<file path="config.mk">
export PLATFORM = sky130hd
export DESIGN_NAME = mux_rr_arbiter
export DESIGN_NICKNAME = d
export VERILOG_FILES = /design/src/rtl/mux_arb_pkg.sv /design/src/rtl/mux_rr_arbiter_rr_pick.sv /design/src/rtl/mux_rr_arbiter.sv
export SDC_FILE = /design/constraint.sdc
export NUM_CORES = 1
export LEC_CHECK = 0
export ABC_CLOCK_PERIOD_IN_PS = 1700
export CAP_MARGIN = 20
export CORE_AREA = 2 2 39 41
export DETAILED_ROUTE_END_ITERATION = 16
export DIE_AREA = 0 0 41 43
export HOLD_SLACK_MARGIN = 0.1
export PLACE_DENSITY = 0.67
export SYNTH_ARGS = -nofsm -noshare
export SYNTH_HDL_FRONTEND = slang
export SYNTH_SLANG_ARGS = --single-unit
</file>
<file path="constraint.sdc">
create_clock -name clk -period 1.7 [get_ports clk]
set_clock_uncertainty 0.2 [all_clocks]
set_input_delay 0.34 -clock clk [delete_from_list [all_inputs] [get_ports clk]]
set_output_delay 0.34 -clock clk [all_outputs]
set_load 0.05 [all_outputs]
</file>
<file path="src/rtl/mux_arb_pkg.sv">
// -----------------------------------------------------------------------------
// mux_arb_pkg
// Shared definitions for the round-robin mux arbiter:
//   arb_state_e       - arbiter FSM states (ARB_IDLE, ARB_OWNED)
//   ARB_N_DEF         - default number of requesters
//   ARB_MAX_HOLD_DEF  - default maximum grant length (used with ARB_TIMEOUT_EN)
// -----------------------------------------------------------------------------
package mux_arb_pkg;

  typedef enum logic [0:0] {
    ARB_IDLE  = 1'b0,
    ARB_OWNED = 1'b1
  } arb_state_e;

  localparam int ARB_N_DEF        = 4;
  localparam int ARB_MAX_HOLD_DEF = 16;

endpackage

</file>
<file path="src/rtl/mux_rr_arbiter_rr_pick.sv">
// -----------------------------------------------------------------------------
// rr_pick
// Purely combinational round-robin search: returns the first set request at
// index ptr, ptr+1, ... wrapping modulo N.
// Ports:
//   req   [N-1:0]     request vector
//   ptr   [SELW-1:0]  search start index (0..N-1)
//   found             at least one request is set
//   idx   [SELW-1:0]  index of the selected request (0 when found=0)
// -----------------------------------------------------------------------------
module rr_pick
  import mux_arb_pkg::*;
#(
  parameter int N    = ARB_N_DEF,
  parameter int SELW = $clog2(N)
) (
  input  logic [N-1:0]    req,
  input  logic [SELW-1:0] ptr,
  output logic            found,
  output logic [SELW-1:0] idx
);

  localparam logic [SELW:0] N_W = (SELW + 1)'(N);

  logic [SELW:0] cand;

  // Walk offsets from the far end back to 0 so the closest set request
  // to ptr is the one that lands last; no early exit is needed.
  always_comb begin
    found = 1'b0;
    idx   = '0;
    cand  = '0;
    for (int i = N - 1; i >= 0; i--) begin
      cand = {1'b0, ptr} + (SELW + 1)'(i);
      if (cand >= N_W) begin
        cand = cand - N_W;
      end
      if (req[cand[SELW-1:0]]) begin
        found = 1'b1;
        idx   = cand[SELW-1:0];
      end
    end
  end

endmodule

</file>
<file path="src/rtl/mux_rr_arbiter.sv">
// -----------------------------------------------------------------------------
// mux_rr_arbiter
// Round-robin select controller for an N-to-1 multiplexer bank. A requester
// owns the mux for as long as it holds its request; every handover passes
// through one idle cycle so the mux select never moves under an active grant.
// Ports:
//   clk            rising-edge clock
//   rst            synchronous active-high reset
//   req   [N-1:0]  request per requester
//   grant [N-1:0]  registered one-hot grant, zero when idle
//   sel   [SELW-1:0] registered binary owner index (mux select)
//   busy           high while a grant is active
//   timeout        one-cycle pulse when a grant is revoked
// Build option: define ARB_TIMEOUT_EN to bound ownership to MAX_HOLD cycles;
// without it no hold counter exists and timeout is constant 0.
// -----------------------------------------------------------------------------
module mux_rr_arbiter
  import mux_arb_pkg::*;
#(
  parameter int N        = ARB_N_DEF,
  parameter int SELW     = $clog2(N),
  parameter int MAX_HOLD = ARB_MAX_HOLD_DEF
) (
  input  logic            clk,
  input  logic            rst,
  input  logic [N-1:0]    req,
  output logic [N-1:0]    grant,
  output logic [SELW-1:0] sel,
  output logic            busy,
  output logic            timeout
);

  arb_state_e      state_q;
  logic [SELW-1:0] ptr_q;
  logic [SELW-1:0] ptr_d;
  logic [SELW-1:0] sel_q;      // doubles as the owner register
  logic [N-1:0]    grant_q;
  logic [N-1:0]    grant_d;
  logic            busy_q;

  logic            pick_found;
  logic [SELW-1:0] pick_idx;

  rr_pick #(
    .N    (N),
    .SELW (SELW)
  ) u_pick (
    .req   (req),
    .ptr   (ptr_q),
    .found (pick_found),
    .idx   (pick_idx)
  );

  assign grant_d = {{(N-1){1'b0}}, 1'b1} << pick_idx;
  assign ptr_d   = (pick_idx == SELW'(N - 1)) ? '0 : pick_idx + SELW'(1);

`ifdef ARB_TIMEOUT_EN
  logic [7:0] hold_q;
  logic       timeout_q;
`else
  localparam int unused_max_hold = MAX_HOLD;
`endif

  always_ff @(posedge clk) begin
    if (rst) begin
      state_q   <= ARB_IDLE;
      ptr_q     <= '0;
      sel_q     <= '0;
      grant_q   <= '0;
      busy_q    <= 1'b0;
`ifdef ARB_TIMEOUT_EN
      hold_q    <= '0;
      timeout_q <= 1'b0;
`endif
    end else begin
`ifdef ARB_TIMEOUT_EN
      timeout_q <= 1'b0;
`endif
      case (state_q)
        ARB_IDLE: begin
          // sel is left alone when nothing is requested.
          if (pick_found) begin
            state_q <= ARB_OWNED;
            grant_q <= grant_d;
            sel_q   <= pick_idx;
            busy_q  <= 1'b1;
            ptr_q   <= ptr_d;
`ifdef ARB_TIMEOUT_EN
            hold_q  <= '0;
`endif
          end
        end
        ARB_OWNED: begin
          // Only the owner's request matters here; others wait for IDLE.
          if (!req[sel_q]) begin
            state_q <= ARB_IDLE;
            grant_q <= '0;
            busy_q  <= 1'b0;
          end
`ifdef ARB_TIMEOUT_EN
          else if (hold_q == 8'(MAX_HOLD - 1)) begin
            state_q   <= ARB_IDLE;
            grant_q   <= '0;
            busy_q    <= 1'b0;
            timeout_q <= 1'b1;
          end else begin
            hold_q <= hold_q + 8'd1;
          end
`endif
        end
        default: state_q <= ARB_IDLE;
      endcase
    end
  end

  assign grant = grant_q;
  assign sel   = sel_q;
  assign busy  = busy_q;
`ifdef ARB_TIMEOUT_EN
  assign timeout = timeout_q;
`else
  assign timeout = 1'b0;
`endif

endmodule

</file>
==> impl_summary.log <==
INFO  metric multi_input_logic_area = 359 um2
INFO  metric area_growth = 59.2%
INFO  metric synth_enable_flop_cells = 0
INFO  metric synthTopCellsByArea = sky130_fd_sc_hd__dfxtp_1 36%, sky130_fd_sc_hd__ha_1 8.9%, sky130_fd_sc_hd__a22o_1 6.2%
INFO  metric synth_async_sr_flop_share = 0
INFO  metric floorplan.die.width = 41 um
INFO  metric min_period = 1.62 ns
INFO  metric post_drt_via_cell_ratio = 5.18
INFO  metric worst-setup-path-type = in -> reg
INFO  metric wl = 1270 um
INFO  metric clock.fmax = 617 MHz
INFO  metric drc_errors = 0
INFO  metric post-dp-hpwl = 880 um
INFO  metric finalHoldViolCount = 0
INFO  metric remaining_antenna_violation_count = 0
INFO  metric run_status = completed
INFO  metric layout-drive-gt1-share = 0.446
INFO  metric cts_max_path_buffers = 2
INFO  metric yosys_register_bits = 10
INFO  metric synth_top_cells_by_count = 10 x sky130_fd_sc_hd__dfxtp_1, 6 x sky130_fd_sc_hd__inv_1, 4 x sky130_fd_sc_hd__a22o_1, 4 x sky130_fd_sc_hd__ha_1, 4 x sky130_fd_sc_hd__nand2_1
INFO  metric clk_latency = 0.26 ns
INFO  metric power_leakage = 0.390 nW
INFO  metric grt_pass1_wl = 2100 um
INFO  metric power = 0.766 mW
INFO  metric num_antenna_cells = 0
INFO  metric drt-initial-drc-count = 15
INFO  metric place.port_buffers = 12
INFO  metric ys_dominant_reg_cell = sky130_fd_sc_hd__dfxtp_1
INFO  metric fin_ws = 0.0795 ns
INFO  metric final_core_util = 0.646
INFO  metric grt_start_max_net_pins = 11
INFO  metric clock_sink_count = 10
INFO  metric routed_wire_per_std_cell = 12.8 um
INFO  metric synth.most_common_cell = sky130_fd_sc_hd__dfxtp_1
INFO  metric cp.arrival = 1.57 ns
INFO  metric tritoncts = built
INFO  metric synth_seq_area_share = 0.356
INFO  metric final.fill_count = 112
INFO  metric pin_count = 14
INFO  metric pre_cts_slack = -0.487 ns
INFO  metric min_period_over_period = 0.953
INFO  metric finish.net_count = 95
INFO  metric clk_pin_slew_worst_paths = 0.06 ns
INFO  metric synth.avg_cell_area = 9.52 um2
INFO  metric holdWs = 0.311 ns
INFO  metric yosys.area.top_type = sky130_fd_sc_hd__dfxtp_1
INFO  metric gate_count_post_synth = 59
INFO  metric synth_area = 562 um2
INFO  metric ir_worst_vdd = 0.494 mV
INFO  metric drv_cap = 0
INFO  metric initial_utilization = 0.406
INFO  metric antenna_found_initial = 0
INFO  metric clk_tree_root_cell = sky130_fd_sc_hd__clkbuf_4
INFO  metric mappedNetlistNets = 69
INFO  metric gp_routability_congestion = 0.793
INFO  metric placement_rows = 14
INFO  metric synth_top_area_frac = 0.356
INFO  metric number_of_pins_with_negative_max_slew_slack_in_the_final_report = 0
INFO  metric timing.critical_path.required = 1.65 ns
INFO  metric critPathCaptureType = flip-flop
INFO  metric yosysWarningCount = 0
INFO  metric finalSetupViolCount = 0
INFO  metric global_route.overflow_total = 0
INFO  metric ff_latch_area = 203 um2
INFO  metric timing.critical_path.from_type = input pin
INFO  metric dieArea = 1760 um2
INFO  metric first_global_vias = 491
INFO  metric die_height = 43 um
INFO  metric numCtsBuffers = 3
INFO  metric worst-path-max-fanout = 4
INFO  metric global_route.usage.total = 0.179
INFO  metric number_of_optimization_iterations_in_the_first_detailed_route_pass = 4
INFO  metric core_area = 1380 um2
INFO  metric cts.htree.levels = 1
INFO  metric ys_types = 25
INFO  metric route.vias.total = 513
INFO  metric final_instance_area = 895 um2
INFO  metric hold_path.class = reg -> reg
INFO  metric power.density_cell_area = 856 nW/um2
INFO  metric detailed_place.area = 830 um2
## worst max-delay path: stages
cell	delay (ns)
sky130_fd_sc_hd__dlygate4sd2_1	0.25
sky130_fd_sc_hd__nor2b_1	0.14
sky130_fd_sc_hd__nor3_2	0.16
sky130_fd_sc_hd__o22ai_2	0.11
sky130_fd_sc_hd__buf_4	0.16
sky130_fd_sc_hd__ha_1	0.20
sky130_fd_sc_hd__a22o_1	0.21
## final cells by class
type | instances | area share
inverters | 6 | 0.0252
clock buffers | 3 | 0.0252
multi-input cells | 41 | 0.401
repair buffers | 23 | 0.299
well taps | 16 | 0.0224
flip-flops and latches | 10 | 0.227
## placed cells by master (no fill, tap or decap), drive strengths merged
| cell | instances |
|---|---|
| o21ai | 2 |
| nor2b | 2 |
| ha | 4 |
| dlygate4sd2 | 4 |
| clkdlybuf4s50 | 1 |
| nor3 | 3 |
| nor3b | 2 |
| buf | 18 |
| a21o | 1 |
| a21oi | 2 |
| o32ai | 1 |
| o22ai | 3 |
| mux2 | 2 |
| dfxtp | 10 |
| o221a | 2 |
| nor2 | 3 |
| a22o | 4 |
| nand2b | 1 |
| nor4 | 1 |
| clkbuf | 3 |
| nand3b | 1 |
| a31oi | 1 |
| inv | 6 |
| nand2 | 4 |
| conb | 1 |
| nand3 | 1 |
## flip-flops by register name, summed over array words and instances, names as in the netlist
name and count:
busy 1, sel 2, grant 4, ptr_q 2, state_q 1
## where the power goes
group / switching (mW) / internal (mW) / leakage, nW / total (mW)
clock network: 0.0770 / 0.0817 / 0.0138 / 0.159
registers: 0.0404 / 0.263 / 0.0832 / 0.304
logic: 0.150 / 0.153 / 0.293 / 0.304
## metal layers
layer	GRT usage	wire [um]
met2	0.256	663
met5	0	0
met3	0.0785	55
met4	0.0400	0
met1	0.242	548
## kinds of logic (layout without fill, tap and decap cells)
group	count (synthesis)	count (layout)	synth area share
mux	2	2	0.0401
flops	10	10	0.356
simple gates	18	18	0.198
compound gates	16	16	0.249
other cells	1	1	0.00668
fa+ha+maj	4	4	0.0891
buf+inv	8	32	0.0601
## through the flow
step           TNS [ns]  instances
2_1_floorplan         0         59
3_3_place_gp      -3.35         94
3_5_place_dp      -3.63         94
4_1_cts               0         98
5_1_grt        -0.00809         99
6_report              0         99
## what timing repair did
item,4_1_cts,5_1_grt
resized for setup,7,5
hold buffers,0,0
endpoints found under the setup margin,9,6
pin swaps,4,2
setup buffers,1,1
## final timing paths
| check | startpoint | endpoint | slack [ns] | depth (start not counted) |
|---|---|---|---|---|
| max | req[2] | grant[2]$_SDFFE_PP0P_ | 0.08 | 7 |
| min | sel[0]$_SDFFE_PP0P_ | sel[0]$_SDFFE_PP0P_ | 0.31 | 2 |
| max reg2reg | ptr_q[0]$_SDFFE_PP0P_ | grant[2]$_SDFFE_PP0P_ | 0.08 | 5 |
| min reg2reg | sel[0]$_SDFFE_PP0P_ | sel[0]$_SDFFE_PP0P_ | 0.31 | 2 |
Power figures use the tool's default switching activity.
